===== config.mk =====
export PLATFORM = sky130hd
export DESIGN_NAME = message_scanner
export DESIGN_NICKNAME = d
export VERILOG_FILES = /design/src/rtl/display_pkg.sv /design/src/rtl/message_scanner_tick_gen.sv /design/src/rtl/message_scanner.sv
export SDC_FILE = /design/constraint.sdc
export NUM_CORES = 1
export LEC_CHECK = 0
export BUFFER_PORTS_ARGS = -buffer_cell sky130_fd_sc_hd__buf_2
export CORE_ASPECT_RATIO = 1.4
export CORE_MARGIN = 1
export CORE_UTILIZATION = 50
export DETAILED_ROUTE_END_ITERATION = 12
export GPL_TIMING_DRIVEN = 0
export PLACE_DENSITY = 0.77
export SLEW_MARGIN = 5
export SYNTH_ARGS = -nofsm -noshare
export SYNTH_HDL_FRONTEND = slang
export SYNTH_SLANG_ARGS = --single-unit

===== constraint.sdc =====
create_clock -name clk -period 5 [get_ports clk]
set_input_delay 0.5 -clock clk [delete_from_list [all_inputs] [get_ports clk]]
set_output_delay 0.5 -clock clk [all_outputs]
set_load 0.05 [all_outputs]

===== src/rtl/display_pkg.sv =====
// Shared display definitions for the message scanner.
//   MSG_LEN   : number of characters in the message buffer
//   RESET_MSG : power-up message, entry i holds character code i (0..F)
//   DIG_AN*   : count1 codes during which each anode is active
//   reset_entry(): returns one character of RESET_MSG
package display_pkg;

    localparam int MSG_LEN = 16;

    // Entry i lives in bits [4*i+3:4*i].
    localparam logic [4*MSG_LEN-1:0] RESET_MSG = 64'hFEDC_BA98_7654_3210;

    localparam logic [3:0] DIG_AN3 = 4'b1110;
    localparam logic [3:0] DIG_AN2 = 4'b1010;
    localparam logic [3:0] DIG_AN1 = 4'b0110;
    localparam logic [3:0] DIG_AN0 = 4'b0010;

    function automatic logic [3:0] reset_entry(input int idx);
        return RESET_MSG[idx*4 +: 4];
    endfunction

endpackage


===== src/rtl/message_scanner_tick_gen.sv =====
// Scan prescaler: counts 0..SCAN_DIV-1 and flags the terminal count.
//   clk   : system clock
//   reset : asynchronous, active-low reset
//   step  : high for one clk cycle when the prescaler is at terminal count
module tick_gen #(
    parameter int SCAN_DIV = 16
) (
    input  logic clk,
    input  logic reset,
    output logic step
);

    localparam int CW = (SCAN_DIV > 1) ? $clog2(SCAN_DIV) : 1;
    localparam logic [CW-1:0] TERM = CW'(SCAN_DIV - 1);

    logic [CW-1:0] presc_reg;

    always_ff @(posedge clk or negedge reset) begin
        if (!reset) begin
            presc_reg <= '0;
        end else if (presc_reg == TERM) begin
            presc_reg <= '0;
        end else begin
            presc_reg <= presc_reg + 1'b1;
        end
    end

    // Decoded from the counter so the step lands on the SCAN_DIV-th edge
    // after reset release.
    assign step = (presc_reg == TERM);

endmodule


===== src/rtl/message_scanner.sv =====
// Four-digit scrolling message scanner.
// Drives a down-counting scan state (count1) for an anode driver and
// presents the character for the digit that is, or is about to be, lit.
// The message is held in a 16 x 4-bit buffer that can be rewritten at
// run time and scrolls one character every SCROLL_TICKS frames.
//   clk        : system clock
//   reset      : asynchronous, active-low reset
//   scroll_en  : enable scrolling
//   load_valid : write request into the message buffer
//   load_addr  : buffer entry to write
//   load_data  : character code to write
//   load_ready : buffer accepts a write this cycle
//   count1     : scan state, 1111 down to 0000
//   char       : character code for the current/next active digit
//   frame_tick : one-cycle pulse after count1 wraps to 1111
module message_scanner
    import display_pkg::*;
#(
    parameter int SCAN_DIV     = 16,
    parameter int SCROLL_TICKS = 64
) (
    input  logic       clk,
    input  logic       reset,
    input  logic       scroll_en,
    input  logic       load_valid,
    input  logic [3:0] load_addr,
    input  logic [3:0] load_data,
    output logic       load_ready,
    output logic [3:0] count1,
    output logic [3:0] char,
    output logic       frame_tick
);

    localparam int FW = (SCROLL_TICKS > 1) ? $clog2(SCROLL_TICKS) : 1;
    localparam logic [FW-1:0] FRAME_LAST = FW'(SCROLL_TICKS - 1);

    logic          step;
    logic [3:0]    count1_reg, count1_next;
    logic [3:0]    ptr_reg, ptr_next;
    logic [FW-1:0] fcnt_reg, fcnt_next;
    logic [3:0]    char_reg;
    logic          frame_tick_reg;
    logic          wrap;
    logic          latch_hit;
    logic [1:0]    slot;
    logic [3:0]    rd_addr;
    logic [3:0]    msg_reg [MSG_LEN];
    logic [MSG_LEN-1:0] we;

    tick_gen #(
        .SCAN_DIV (SCAN_DIV)
    ) u_tick_gen (
        .clk   (clk),
        .reset (reset),
        .step  (step)
    );

    assign wrap        = step && (count1_reg == 4'b0000);
    assign count1_next = step ? (count1_reg - 4'd1) : count1_reg;

    // Scroll pointer only moves on a frame wrap, so every digit of a frame
    // is read with the same pointer.
    always_comb begin
        ptr_next  = ptr_reg;
        fcnt_next = fcnt_reg;
        if (!scroll_en) begin
            fcnt_next = '0;
        end else if (wrap) begin
            if (fcnt_reg == FRAME_LAST) begin
                fcnt_next = '0;
                ptr_next  = ptr_reg + 4'd1;
            end else begin
                fcnt_next = fcnt_reg + 1'b1;
            end
        end
    end

    // The blank state just before each active digit is active code + 1;
    // the character is fetched on the step that enters it.
    always_comb begin
        latch_hit = 1'b0;
        slot      = 2'd0;
        if (step) begin
            case (count1_next)
                DIG_AN3 + 4'd1: begin latch_hit = 1'b1; slot = 2'd0; end
                DIG_AN2 + 4'd1: begin latch_hit = 1'b1; slot = 2'd1; end
                DIG_AN1 + 4'd1: begin latch_hit = 1'b1; slot = 2'd2; end
                DIG_AN0 + 4'd1: begin latch_hit = 1'b1; slot = 2'd3; end
                default:        begin latch_hit = 1'b0; slot = 2'd0; end
            endcase
        end
    end

    // ptr_next is used so the first latch of a frame already sees the
    // pointer that takes effect at the wrap.
    assign rd_addr = ptr_next + {2'b00, slot};

    // Writes are refused in latch cycles, so the buffer never sees a read
    // and a write in the same cycle.
    assign load_ready = ~latch_hit;

    always_ff @(posedge clk or negedge reset) begin
        if (!reset) begin
            count1_reg     <= 4'b1111;
            ptr_reg        <= 4'd0;
            fcnt_reg       <= '0;
            char_reg       <= reset_entry(0);
            frame_tick_reg <= 1'b0;
        end else begin
            count1_reg     <= count1_next;
            ptr_reg        <= ptr_next;
            fcnt_reg       <= fcnt_next;
            frame_tick_reg <= wrap;
            if (latch_hit) begin
                char_reg <= msg_reg[rd_addr];
            end
        end
    end

    genvar gi;
    generate
        for (gi = 0; gi < MSG_LEN; gi++) begin : g_we
            assign we[gi] = load_valid && load_ready && (load_addr == 4'(gi));
        end
    endgenerate

    // Buffer is register-based: it must come out of reset holding RESET_MSG.
    always_ff @(posedge clk or negedge reset) begin
        if (!reset) begin
            for (int i = 0; i < MSG_LEN; i++) begin
                msg_reg[i] <= reset_entry(i);
            end
        end else begin
            for (int i = 0; i < MSG_LEN; i++) begin
                if (we[i]) begin
                    msg_reg[i] <= load_data;
                end
            end
        end
    end

    assign count1     = count1_reg;
    assign char       = char_reg;
    assign frame_tick = frame_tick_reg;

endmodule


# --- Yosys cells after proc, flatten, opt, wreduce, memory -nomap -nowiden ---
# Cells that the tools add are included.
classes:
  addsub: 5
  n_mul: 0
  div: 0
  magnitude_cmp: 1
  n_eq_ne: 22
  shift: 0
  muxes: 15
  bitwise: 2
  n_reduce_logical: 21
op_table:
  columns: ["cell", "count"]
  rows:
  - ["$eq A4 B4 Y1 const B", 11]
  - ["$mux W4", 7]
  - ["$eq A4 B3 Y1 const B", 5]
  - ["$logic_and A1 B1 Y1", 18]
  - ["$mux W6", 3]
  - ["$bmux W4 S4", 1]
  - ["$eq A4 B2 Y1 const B", 3]
  - ["$add A4 B1 Y4 const B", 2]
  - ["$logic_not A4 Y1", 2]
  - ["$add A6 B1 Y6 const B", 1]
  - ["$eq A6 B6 Y1 const B", 1]
  - ["$pmux W2 S3", 1]
  - ["$ge A5 B5 Y1 const B", 1]
  - ["$not A4 Y5", 1]
  - ["$add A4 B2 Y4", 1]
  - ["$eq A4 B1 Y1 const B", 1]
  - ["$reduce_or A4 Y1", 1]
  - ["$sub A4 B1 Y4 const B", 1]
  - ["$mux W1", 2]
  - ["$mux W2", 1]
  - ["$ne A2 B1 Y1 const B", 1]
  - ["$not A1 Y1", 1]
word_totals:
  ff_bits: 87
  latch_bits: 0
  ramBits: 0
  romBits: 0
  out_inout_bits: 10
  mem_count: 0

# --- Longest topological paths before layout ---
# Gate-level depths: netlist of run 1.
logic_depth:
  depth_word: 10
  ltp_mapped: 14
  ltp_nobuf: 12

# --- Hierarchy ---
# From an unflattened synthesis of run 1, not the netlist that was laid out.
unflattened:
  hier_cells: 290
  area_unflattened_um2: 4190.3
modules_own_cells:
  columns: ["mod", "instances", "cells_per_inst", "area_per_inst_um2", "seq_area_each_um2"]
  rows:
  - ["message_scanner", 1, 277, 4021.4, 2122.0]
  - ["tick_gen", 1, 13, 168.9, 100.1]

# --- Least setup slack after synthesis of run 1 ---
# Ideal clock, no wire load.
synth_timing:
  path_kind: "register -> register"
  startpoint: "reg count1_reg[0] (netlist: count1[0])"
  endpoint: "reg char_reg[3] (netlist: char[3])"
  setup_ns: 0.152
  arrival_ns: 4.169
  required_time_ns: 4.848
  path_slack_ns: 0.679
  stages_incl_launch_ff: 15
  path_buffers: 4
  synth_period_minus_slack_ns: 4.321
  cell_sequence: "dfstp_2 -> inv_1 -> ha_1 -> or3_1 -> clkbuf_1 -> clkbuf_1 -> nor2_1 -> ha_1 -> fa_1 -> buf_1 -> clkbuf_1 -> mux4_2 -> mux2i_1 -> mux2_2 -> o21ai_2"
synth_via:
  elab_chain_cells: 10
synth_lines:
  columns: ["item", "line_no", "text"]
  rows:
  - ["start: declaration", "message_scanner.sv:38", "logic [3:0] count1_reg, count1_next;"]
  - ["start signal: assignment", "message_scanner.sv:110", "count1_reg <= count1_next;"]
  - ["$sub A4 B1 Y4", "message_scanner.sv:59", "assign count1_next = step ? (count1_reg - 4'd1) : count1_reg;"]
  - ["$mux W4", "message_scanner.sv:59", null]
  - ["$eq A4 B2 Y1 (tied with other cells)", "message_scanner.sv:84", "case (count1_next)"]
  - ["$pmux W2 S3", "message_scanner.sv:84", null]
  - ["$mux W2", "message_scanner.sv:83", "if (step) begin"]
  - ["$add A4 B2 Y4", "message_scanner.sv:96", "assign rd_addr = ptr_next + {2'b00, slot};"]
  - ["$not A4 Y5 (not written as such)", "message_scanner.sv:115", "char_reg <= msg_reg[rd_addr];"]
  - ["$bmux W4 S4", "message_scanner.sv:115", null]
  - ["$mux W4 (not written as such) (2 in series)", "message_scanner.sv:115", null]
  - ["end signal: assignment", "message_scanner.sv:107", "char_reg <= reset_entry(0);"]
  - ["end signal: assignment", "message_scanner.sv:115", null]
  - ["end: declaration", "message_scanner.sv:41", "logic [3:0] char_reg;"]
# Several ways; a longest one is shown, not always the timed one. The select of a mux whose other input is x is not followed.
# A chain may end at the register's enable or synchronous reset.

# --- Worst setup path in the final report of run 1 ---
layout_timing:
  startpoint: "reg count1_reg[0] (netlist: count1[0])"
  endpoint: "reg char_reg[1] (netlist: char[1])"
# The elaborated chain is that of the path after synthesis.

==> out/qor.yml, run 1 <==
pin_count: 22
hold-worst-slack_ns: 0.0844
port_buffers: 21
vias_per_cell: 5.81
critical_path_class: "reg2reg"
synth_top_family_by_area: "multiplexers"
yosysMostFrequentCell: "mux2_2"
synthArstFlopShare_pct: 100
die_w_um: 79.9
synth_edf_count: 0
wl_um: 8010
grt_pass1_wl_um: 13500
synth.largest_area_cell: "dfrtp_1"
synthCells: 303
grt_antenna_before_repair: 0
end_kind: "register"
max_stage_delay_ns: 0.56
cts_tree: "yes"
area_delta_synth_final_pct: 13.8
tightest_slew_ns: 0.914
status: "finished clean"
initial_core_util_pct: 51.8
die_y_um: 111
synth_area_um2: 4250
ys_seq_area_share_pct: 52.3
post_synth_and_or_nand_nor_area_fraction_pct: 8.08
fmax_mhz: 223
cts_root_buf: "clkbuf_16"
vias: 2573
rsz0062_at_grt: "no"
drive_gt1_share_pct: 49.0
setup_viol: 0
avgSynthCellArea_um2: 14.0
synth_xor_area_share_pct: 3.12
hold_buffers: 0
dp_hpwl_um: 5800
critical_path_required_ns: 5.21
grt_max_degree: 62
synth_seq_cells: 87
fin_worst_skew_ns: 0.00721
post_cts_resized: 0
grt-ovfl-total: 0
drtIter0Drc: 89
clkLatencyLatePin_ns: 0.34
drc: 0
synthAdderAreaFrac_pct: 2.53
crit_chain: "inv_1 -> ha_1 -> or3_1 -> clkbuf_1 -> clkbuf_1 -> nor2_1 -> ha_1 -> fa_1 -> buf_1 -> clkbuf_1 -> mux4_2 -> mux2i_1 -> mux2_2 -> o21ai_2"
cts_made_buffers: 9
cts_post_setup_buffers_inserted: 0
power.total_w: 0.00190
ctsLongestPathBuffers: 2
period_needed_ns: 4.49
p_leak_nw: 2.00
ys_warn_count: 0
cpLargestDelayFamily: "buffers and inverters"
maxCapViolations: 0
grt_pass1_vias: 2707
cpMostUsedCell: "clkbuf_1"
synth.area.top_cells: "dfrtp_1, dfstp_2, mux2_2"
synth_fp_nets: 323
cp_slowest_cell: "dfstp_2"
final_antenna_net_count: 0
nNetsFinal: 356
core_area_um2: 8200
rows: 39
slew_headroom_pct: 38.9
rr_startpoint: "count1[0]"
synth-compound-area-share_pct: 3.27
grt_usage_pct: 20.4
largest_register_ffs: 64
p_per_area_nw_per_um2: 394
critPathMaxFanout: 10
fill_cells: 629
wl_per_cell_um: 18.1
cp_data_arrival_time_ns: 4.69
start_kind: "register"
max-vdd-ir-drop_mv: 0.239
hold_viol: 0
dieArea_um2: 8870
tns_ns: 0
slew_viol_final: 0
drtPass1Iterations: 4
period_share_pct: 89.7
hp-class: "in2async"
synth_commonest_cells: "mux2_2, dfrtp_1, dfstp_2, nor2_1, mux4_2"
ys_types: 41
synthMuxAreaShare_pct: 28.9
synth_flop_cell: "dfrtp_1"
htreeDepth: 3
cts.sinks: 87
gp_congestion: 0.741
clkSlewWorstSetupHoldPaths_ns: 0.06
cp_num_buf_inv: 5
n_antenna_cell: 0
synth_top_area_share_pct: 30.1
crit_start: "count1[0]"
==> path summary, 6_finish.rpt <==
kind	endpoint	slack [ns]	cells after the start
max in group asynchronous	msg_reg[1]	4.25	2
min in group clk	fcnt_reg[3]	0.44	2
hold / removal	frame_tick	0.08	1
setup reg to reg	char[1]	0.51	14
hold reg to reg	char[3]	0.49	2
setup / recovery	char[1]	0.51	14
==> power breakdown <==
part / switching (W) / total, W / internal, W / leakage [nW]
logic: 0.000105 / 0.000255 / 0.000151 / 0.815
clock network: 0.000266 / 0.000717 / 0.000451 / 0.156
registers: 0.0000604 / 0.000932 / 0.000872 / 1.03
total: 0.000431 / 0.00190 / 0.00147 / 2.00
==> layout make-up <==
class	instances	area, um2	area share, %
Multi-Input combinational cell	197	1950	40.3
Sequential cell	87	2220	46.0
Timing Repair Buffer	22	135	2.80
Inverter	5	18.8	0.388
Clock buffer	11	243	5.02
Clock inverter	5	81.3	1.68
Buffer	14	55.1	1.14
Tap cell	102	128	2.64
==> metal layers <==
| metal | global-route usage [%] | share of wire (%) |
|---|---|---|
| met1 | 24.7 | 41 |
| met2 | 34.2 | 53 |
| met3 | 4.12 | 4.0 |
| met4 | 10.0 | 2.7 |
| met5 | 0 | 0 |
==> metrics by stage <==
step           instances  setup WS (ns)  instance area (um2)  utilization, %
3_5_place_dp         427          0.537                 4510            55.0
5_1_grt              443          0.216                 4830            58.9
3_3_place_gp         426          0.579                 4480            54.6
2_1_floorplan        303          0.679                 4250               -
6_report             443          0.515                 4830            58.9
4_1_cts              443          0.492                 4830            58.9
==> cells by family after synthesis <==
kind of cell             count (synthesis)
AO/OA/AOI/OAI                           18
XOR/XNOR                                13
adder cells (fa/ha/maj)                  8
buffers and inverters                   19
flip-flops                              87
multiplexers                            94
AND/OR/NAND/NOR                         64
==> layout by cell type (no fill, tap or decap), types with 3 or more instances in the layout <==
master	n
inv_1	5
buf_2	22
nor3_1	3
dfstp_2	36
and2_1	3
nand2b_1	4
nor2_1	17
nand2_1	12
clkbuf_16	9
xor2_1	4
a21oi_1	3
o21ai_0	3
o21ai_2	4
mux2_2	69
mux2i_1	9
or4_1	4
clkbuf_1	11
mux4_2	16
xnor2_1	8
nand4_1	4
dfrtp_1	51
nand3_1	5
ha_1	7
Note: power is estimated with default switching activity, not from simulation.
==> inputs of run 2 (changes only) <==
BUFFER_PORTS_ARGS = default   (was -buffer_cell sky130_fd_sc_hd__buf_2)
DONT_BUFFER_PORTS = 1   (was default)
PLACE_DENSITY = 0.75   (was 0.77)
SETUP_SLACK_MARGIN = 0.4   (was default)
==> run 2 against run 1 <==
Net effect: clock power grew 6.4%; critical path depth stayed put; critical endpoint unchanged; total power increased by 1.8%; clock skew barely moved; non-clock buffer count down 20; highest routed layer unchanged; setup slack better by 0.054 ns; sequential cell count did not move; global-route usage up 0.30 points; routed wire length is 2.7% higher.
==> out/qor.yml, run 2 (same netlist as run 1, synthesis figures left out) <==
area_delta_synth_final_pct: 12.4  # was 13.8%
ctsLongestPathBuffers: 2  # unchanged
slew_viol_final: 0  # unchanged
cp_data_arrival_time_ns: 4.66  # was 4.69 ns
p_per_area_nw_per_um2: 406  # was 394 nW/um2
cts_root_buf: "clkbuf_16"  # unchanged
final_antenna_net_count: 0  # unchanged
r2r_end: "char[1]"  # unchanged
grt_usage_pct: 20.7  # was 20.4%
final_cell_area_um2: 4770  # was 4830 um2
multiInputGateArea_um2: 1950  # unchanged
crit_start: "count1[0]"  # unchanged
htreeDepth: 3  # unchanged
die_w_um: 79.9  # unchanged
grt-ovfl-total: 0  # unchanged
hp-class: "in2async"  # unchanged
wl_per_cell_um: 19.4  # was 18.1 um
drtIter0Drc: 81  # was 89
maxCapViolations: 0  # unchanged
drc: 0  # unchanged
drtPass1Iterations: 4  # unchanged
fmax_mhz: 226  # was 223 MHz
period_needed_ns: 4.43  # was 4.49 ns
nNetsFinal: 336  # was 356
initial_core_util_pct: 51.8  # unchanged
hold_viol: 0  # unchanged
postPlaceCellArea_um2: 4370  # was 4510 um2
slew_headroom_pct: 38.4  # was 38.9%
cts_post_setup_buffers_inserted: 0  # unchanged
fill_cells: 633  # was 629
grt_pass1_vias: 2607  # was 2,707
setup_viol: 0  # unchanged
rows: 39  # unchanged
max-vdd-ir-drop_mv: 0.269  # was 0.239 mV
grt_max_degree: 53  # was 62
rr_startpoint: "count1[0]"  # unchanged
clkLatencyLatePin_ns: 0.35  # was 0.34 ns
cts_tree: "yes"  # unchanged
final_common_cell: "mux2_2"  # unchanged
largest_register_ffs: 64  # unchanged
status: "finished clean"  # unchanged
fin_worst_skew_ns: 0.00716  # was 0.00721 ns
tightest_slew_ns: 0.922  # was 0.914 ns
port_buffers: 0  # was 21
drive_gt1_share_pct: 46.4  # was 49.0%
dieArea_um2: 8870  # unchanged
vias: 2510  # was 2,573
p_leak_nw: 1.94  # was 2.00 nW
grt_pass1_wl_um: 13400  # was 13,500 um
die_y_um: 111  # unchanged
vias_per_cell: 5.93  # was 5.81
hold-worst-slack_ns: 0.0200  # was 0.0844 ns
rsz0062_at_grt: "no"  # unchanged
r2r_setup_slack_ns: 0.57  # was 0.51 ns
start_kind: "register"  # unchanged
period_share_pct: 88.6  # was 89.7%
regArea_um2: 2220  # unchanged
dp_hpwl_um: 5600  # was 5800 um
end_kind: "register"  # unchanged
critPathMaxFanout: 10  # unchanged
wl_um: 8230  # was 8010 um
core_area_um2: 8200  # unchanged
cts_made_buffers: 9  # unchanged
pin_count: 22  # unchanged
r2r_cells: 14  # unchanged
grt_antenna_before_repair: 0  # unchanged
n_antenna_cell: 0  # unchanged
critical_path_class: "reg2reg"  # unchanged
critical_path_required_ns: 5.23  # was 5.21 ns
final_cell_mix: "mux2_2, dfrtp_1, dfstp_2"  # unchanged
gp_congestion: 0.775  # was 0.741
cts.sinks: 87  # unchanged
clkSlewWorstSetupHoldPaths_ns: 0.06  # about the same
## run 2: layout make-up
class                           count  area share, %
Multi-Input combinational cell    197           40.8
Buffer                             14           1.42
Inverter                            5          0.393
Clock inverter                      5           2.23
Timing Repair Buffer                2          0.996
Clock buffer                       11           4.88
Sequential cell                    87           46.6
Tap cell                          102           2.67
## run 2: per-layer routing
layer	global-route usage [%]	up-vias	share of wire (%)
met2	32.5	46	50
met3	5.43	16	4.8
met4	11.9	0	3.2
li1	-	1137	-
met1	25.5	1311	42
met5	0	-	0
## run 2: worst max path at each step
stage	end	slack (ns)	depth (start not counted)
final	char[1]	0.57	14
after global routing	char[1]	0.41	14
after CTS	char[1]	0.41	14
after detailed placement	char[1]	-0.19	14
after global placement	char[1]	-0.12	14
after floorplan	char[3]	0.68	14
## run 2: power breakdown
| group | switching [W] | leakage [nW] | internal, W |
|---|---|---|---|
| registers | 0.0000746 | 1.03 | 0.000871 |
| logic | 0.0000821 | 0.750 | 0.000146 |
| clock network | 0.000274 | 0.160 | 0.000489 |
| total | 0.000431 | 1.94 | 0.00151 |
## run 2: through the flow
step | power, W | util, % | setup TNS [ns] | cells | setup slack, ns
2_1_floorplan | 0.00112 | - | 0 | 303 | 0.679
3_3_place_gp | 0.00115 | 53.3 | -0.355 | 405 | -0.125
3_5_place_dp | 0.00117 | 53.3 | -0.652 | 405 | -0.195
4_1_cts | 0.00195 | 58.2 | 0 | 423 | 0.406
5_1_grt | 0.00201 | 58.2 | 0 | 423 | 0.409
6_report | 0.00194 | 58.2 | 0 | 423 | 0.569
## run 2: worst max-delay path: stages (launching register included)
cell	delay (ns)
dfstp_2	0.71
inv_1	0.14
ha_1	0.32
or3_1	0.10
clkbuf_1	0.27
clkbuf_4	0.39
nor2_1	0.10
ha_1	0.22
fa_1	0.49
buf_1	0.35
buf_2	0.36
mux4_2	0.37
mux2i_1	0.22
mux2_2	0.21
o21ai_2	0.05
## run 2: timing repair
action	CTS	global route
hold buffers	2	0
endpoints found under the setup margin	4	4
resized for setup	4	3
endpoints found under the hold margin	52	0
==> inputs of run 3 (changes only) <==
MAX_ROUTING_LAYER = met4   (was default)
==> run 3 against run 2 <==
Net effect: critical path depth is the same; sequential power barely moved; non-clock buffer count unchanged; design area did not move; register-to-register slack hardly changed; critical endpoint unchanged; largest cell class unchanged.
==> out/qor.yml, run 3 (same netlist as run 1, synthesis figures left out) <==
final_antenna_net_count: 0  # unchanged
cts_root_buf: "clkbuf_16"  # unchanged
critical_path_required_ns: 5.23  # about the same
fin_worst_skew_ns: 0.00712  # was 0.00716 ns
dp.cells: 405  # unchanged
die_w_um: 79.9  # unchanged
grt_pass1_vias: 2609  # was 2,607
critical_path_class: "reg2reg"  # unchanged
regArea_um2: 2220  # unchanged
drtPass1Iterations: 4  # unchanged
r2r_end: "char[1]"  # unchanged
critPathMaxFanout: 10  # unchanged
maxCapViolations: 0  # unchanged
start_kind: "register"  # unchanged
dp_hpwl_um: 5600  # unchanged
fill_cells: 633  # unchanged
core_area_um2: 8200  # unchanged
drtIter0Drc: 104  # was 81
final_common_cell: "mux2_2"  # unchanged
n_antenna_cell: 0  # unchanged
htreeDepth: 3  # unchanged
hold_viol: 0  # unchanged
grt_max_degree: 53  # unchanged
cts_made_buffers: 9  # unchanged
dieArea_um2: 8870  # unchanged
wl_per_cell_um: 19.2  # was 19.4 um
initial_core_util_pct: 51.8  # unchanged
cp_data_arrival_time_ns: 4.65  # was 4.66 ns
cts_tree: "yes"  # unchanged
setup_viol: 0  # unchanged
period_share_pct: 88.5  # was 88.6%
vias_per_cell: 5.90  # was 5.93
max-vdd-ir-drop_mv: 0.269  # about the same
drive_gt1_share_pct: 46.4  # unchanged
end_kind: "register"  # unchanged
pin_count: 22  # unchanged
wl_um: 8140  # was 8230 um
final_cell_mix: "mux2_2, dfrtp_1, dfstp_2"  # unchanged
largest_register_ffs: 64  # unchanged
slew_headroom_pct: 36.4  # was 38.4%
vias: 2496  # was 2,510
gp_congestion: 0.786  # was 0.775
hp-class: "in2async"  # unchanged
clkLatencyLatePin_ns: 0.34  # was 0.35 ns
tightest_slew_ns: 0.952  # was 0.922 ns
nNetsFinal: 336  # unchanged
rr_startpoint: "count1[0]"  # unchanged
slew_viol_final: 0  # unchanged
fmax_mhz: 226  # about the same
p_leak_nw: 1.94  # unchanged
p_per_area_nw_per_um2: 405  # was 406 nW/um2
area_delta_synth_final_pct: 12.4  # unchanged
grt_pass1_wl_um: 13400  # about the same
rsz0062_at_grt: "no"  # unchanged
drc: 0  # unchanged
cts.sinks: 87  # unchanged
grt_usage_pct: 21.2  # was 20.7%
grt_antenna_before_repair: 0  # unchanged
fin_cells: 423  # unchanged
status: "finished clean"  # unchanged
port_buffers: 0  # unchanged
ctsLongestPathBuffers: 2  # unchanged
cts_post_setup_buffers_inserted: 0  # unchanged
rows: 39  # unchanged
r2r_setup_slack_ns: 0.58  # was 0.57 ns
period_needed_ns: 4.42  # was 4.43 ns
die_y_um: 111  # unchanged
clkSlewWorstSetupHoldPaths_ns: 0.06  # about the same
r2r_cells: 14  # unchanged
grt-ovfl-total: 0  # unchanged
power.total_w: 0.00193  # was 0.00194 W
multiInputGateArea_um2: 1950  # unchanged
run 3: metrics by stage:
| stage | utilization [%] | setup slack [ns] | hold slack (ns) | setup TNS, ns | cell area, um2 |
|---|---|---|---|---|---|
| finish | 58.2 | 0.575 | 0.0214 | 0 | 4770 |
| global route | 58.2 | 0.409 | 0.0337 | 0 | 4770 |
| CTS | 58.2 | 0.406 | 0.0231 | 0 | 4770 |
| detailed placement | 53.3 | -0.195 | 0.208 | -0.652 | 4370 |
| global placement | 53.3 | -0.125 | 0.207 | -0.355 | 4370 |
| floorplan | - | 0.679 | 0.204 | 0 | 4250 |
run 3: worst max path at each step:
| stage | slack (ns) | end | from |
|---|---|---|---|
| after floorplan | 0.68 | char[3] | count1[0] |
| after global placement | -0.12 | char[1] | count1[0] |
| after detailed placement | -0.19 | char[1] | count1[0] |
| after CTS | 0.41 | char[1] | count1[0] |
| after global routing | 0.41 | char[1] | count1[0] |
| final | 0.58 | char[1] | count1[0] |
run 3: per-layer routing:
| metal | track usage (%) | part of all wire, % | vias up |
|---|---|---|---|
| met4 | 11.2 | 3.0 | 0 |
| met5 | - | 0 | - |
| met2 | 32.8 | 51 | 57 |
| li1 | - | - | 1136 |
| met3 | 5.68 | 5.2 | 16 |
| met1 | 25.1 | 41 | 1287 |
run 3: timing repair:
action                                 CTS  global route
hold buffers                             2             0
pin swaps                                0             0
gates resized for setup                  4             3
setup endpoints to repair                4             4
endpoints found under the hold margin   52             0
run 3: layout make-up:
cell class | count | area share, %
clock inverters | 5 | 2.23
well taps | 102 | 2.67
repair buffers | 2 | 0.996
multi-input cells | 197 | 40.8
flip-flops and latches | 87 | 46.6
plain buffers | 14 | 1.42
inverters | 5 | 0.393
clock buffers | 11 | 4.88
run 3: critical path: stages (launching register included):
cell and delay, ns:
dfstp_2 0.71, inv_1 0.14, ha_1 0.32, or3_1 0.10, clkbuf_1 0.27, clkbuf_4 0.39
nor2_1 0.10, ha_1 0.23, fa_1 0.49, buf_1 0.34, buf_2 0.36, mux4_2 0.37
mux2i_1 0.22, mux2_2 0.21, o21ai_2 0.05
run 3: power breakdown:
| part | switching, W | leakage, nW | internal, W |
|---|---|---|---|
| combinational | 0.0000821 | 0.750 | 0.000146 |
| clock | 0.000270 | 0.160 | 0.000489 |
| sequential | 0.0000743 | 1.03 | 0.000871 |
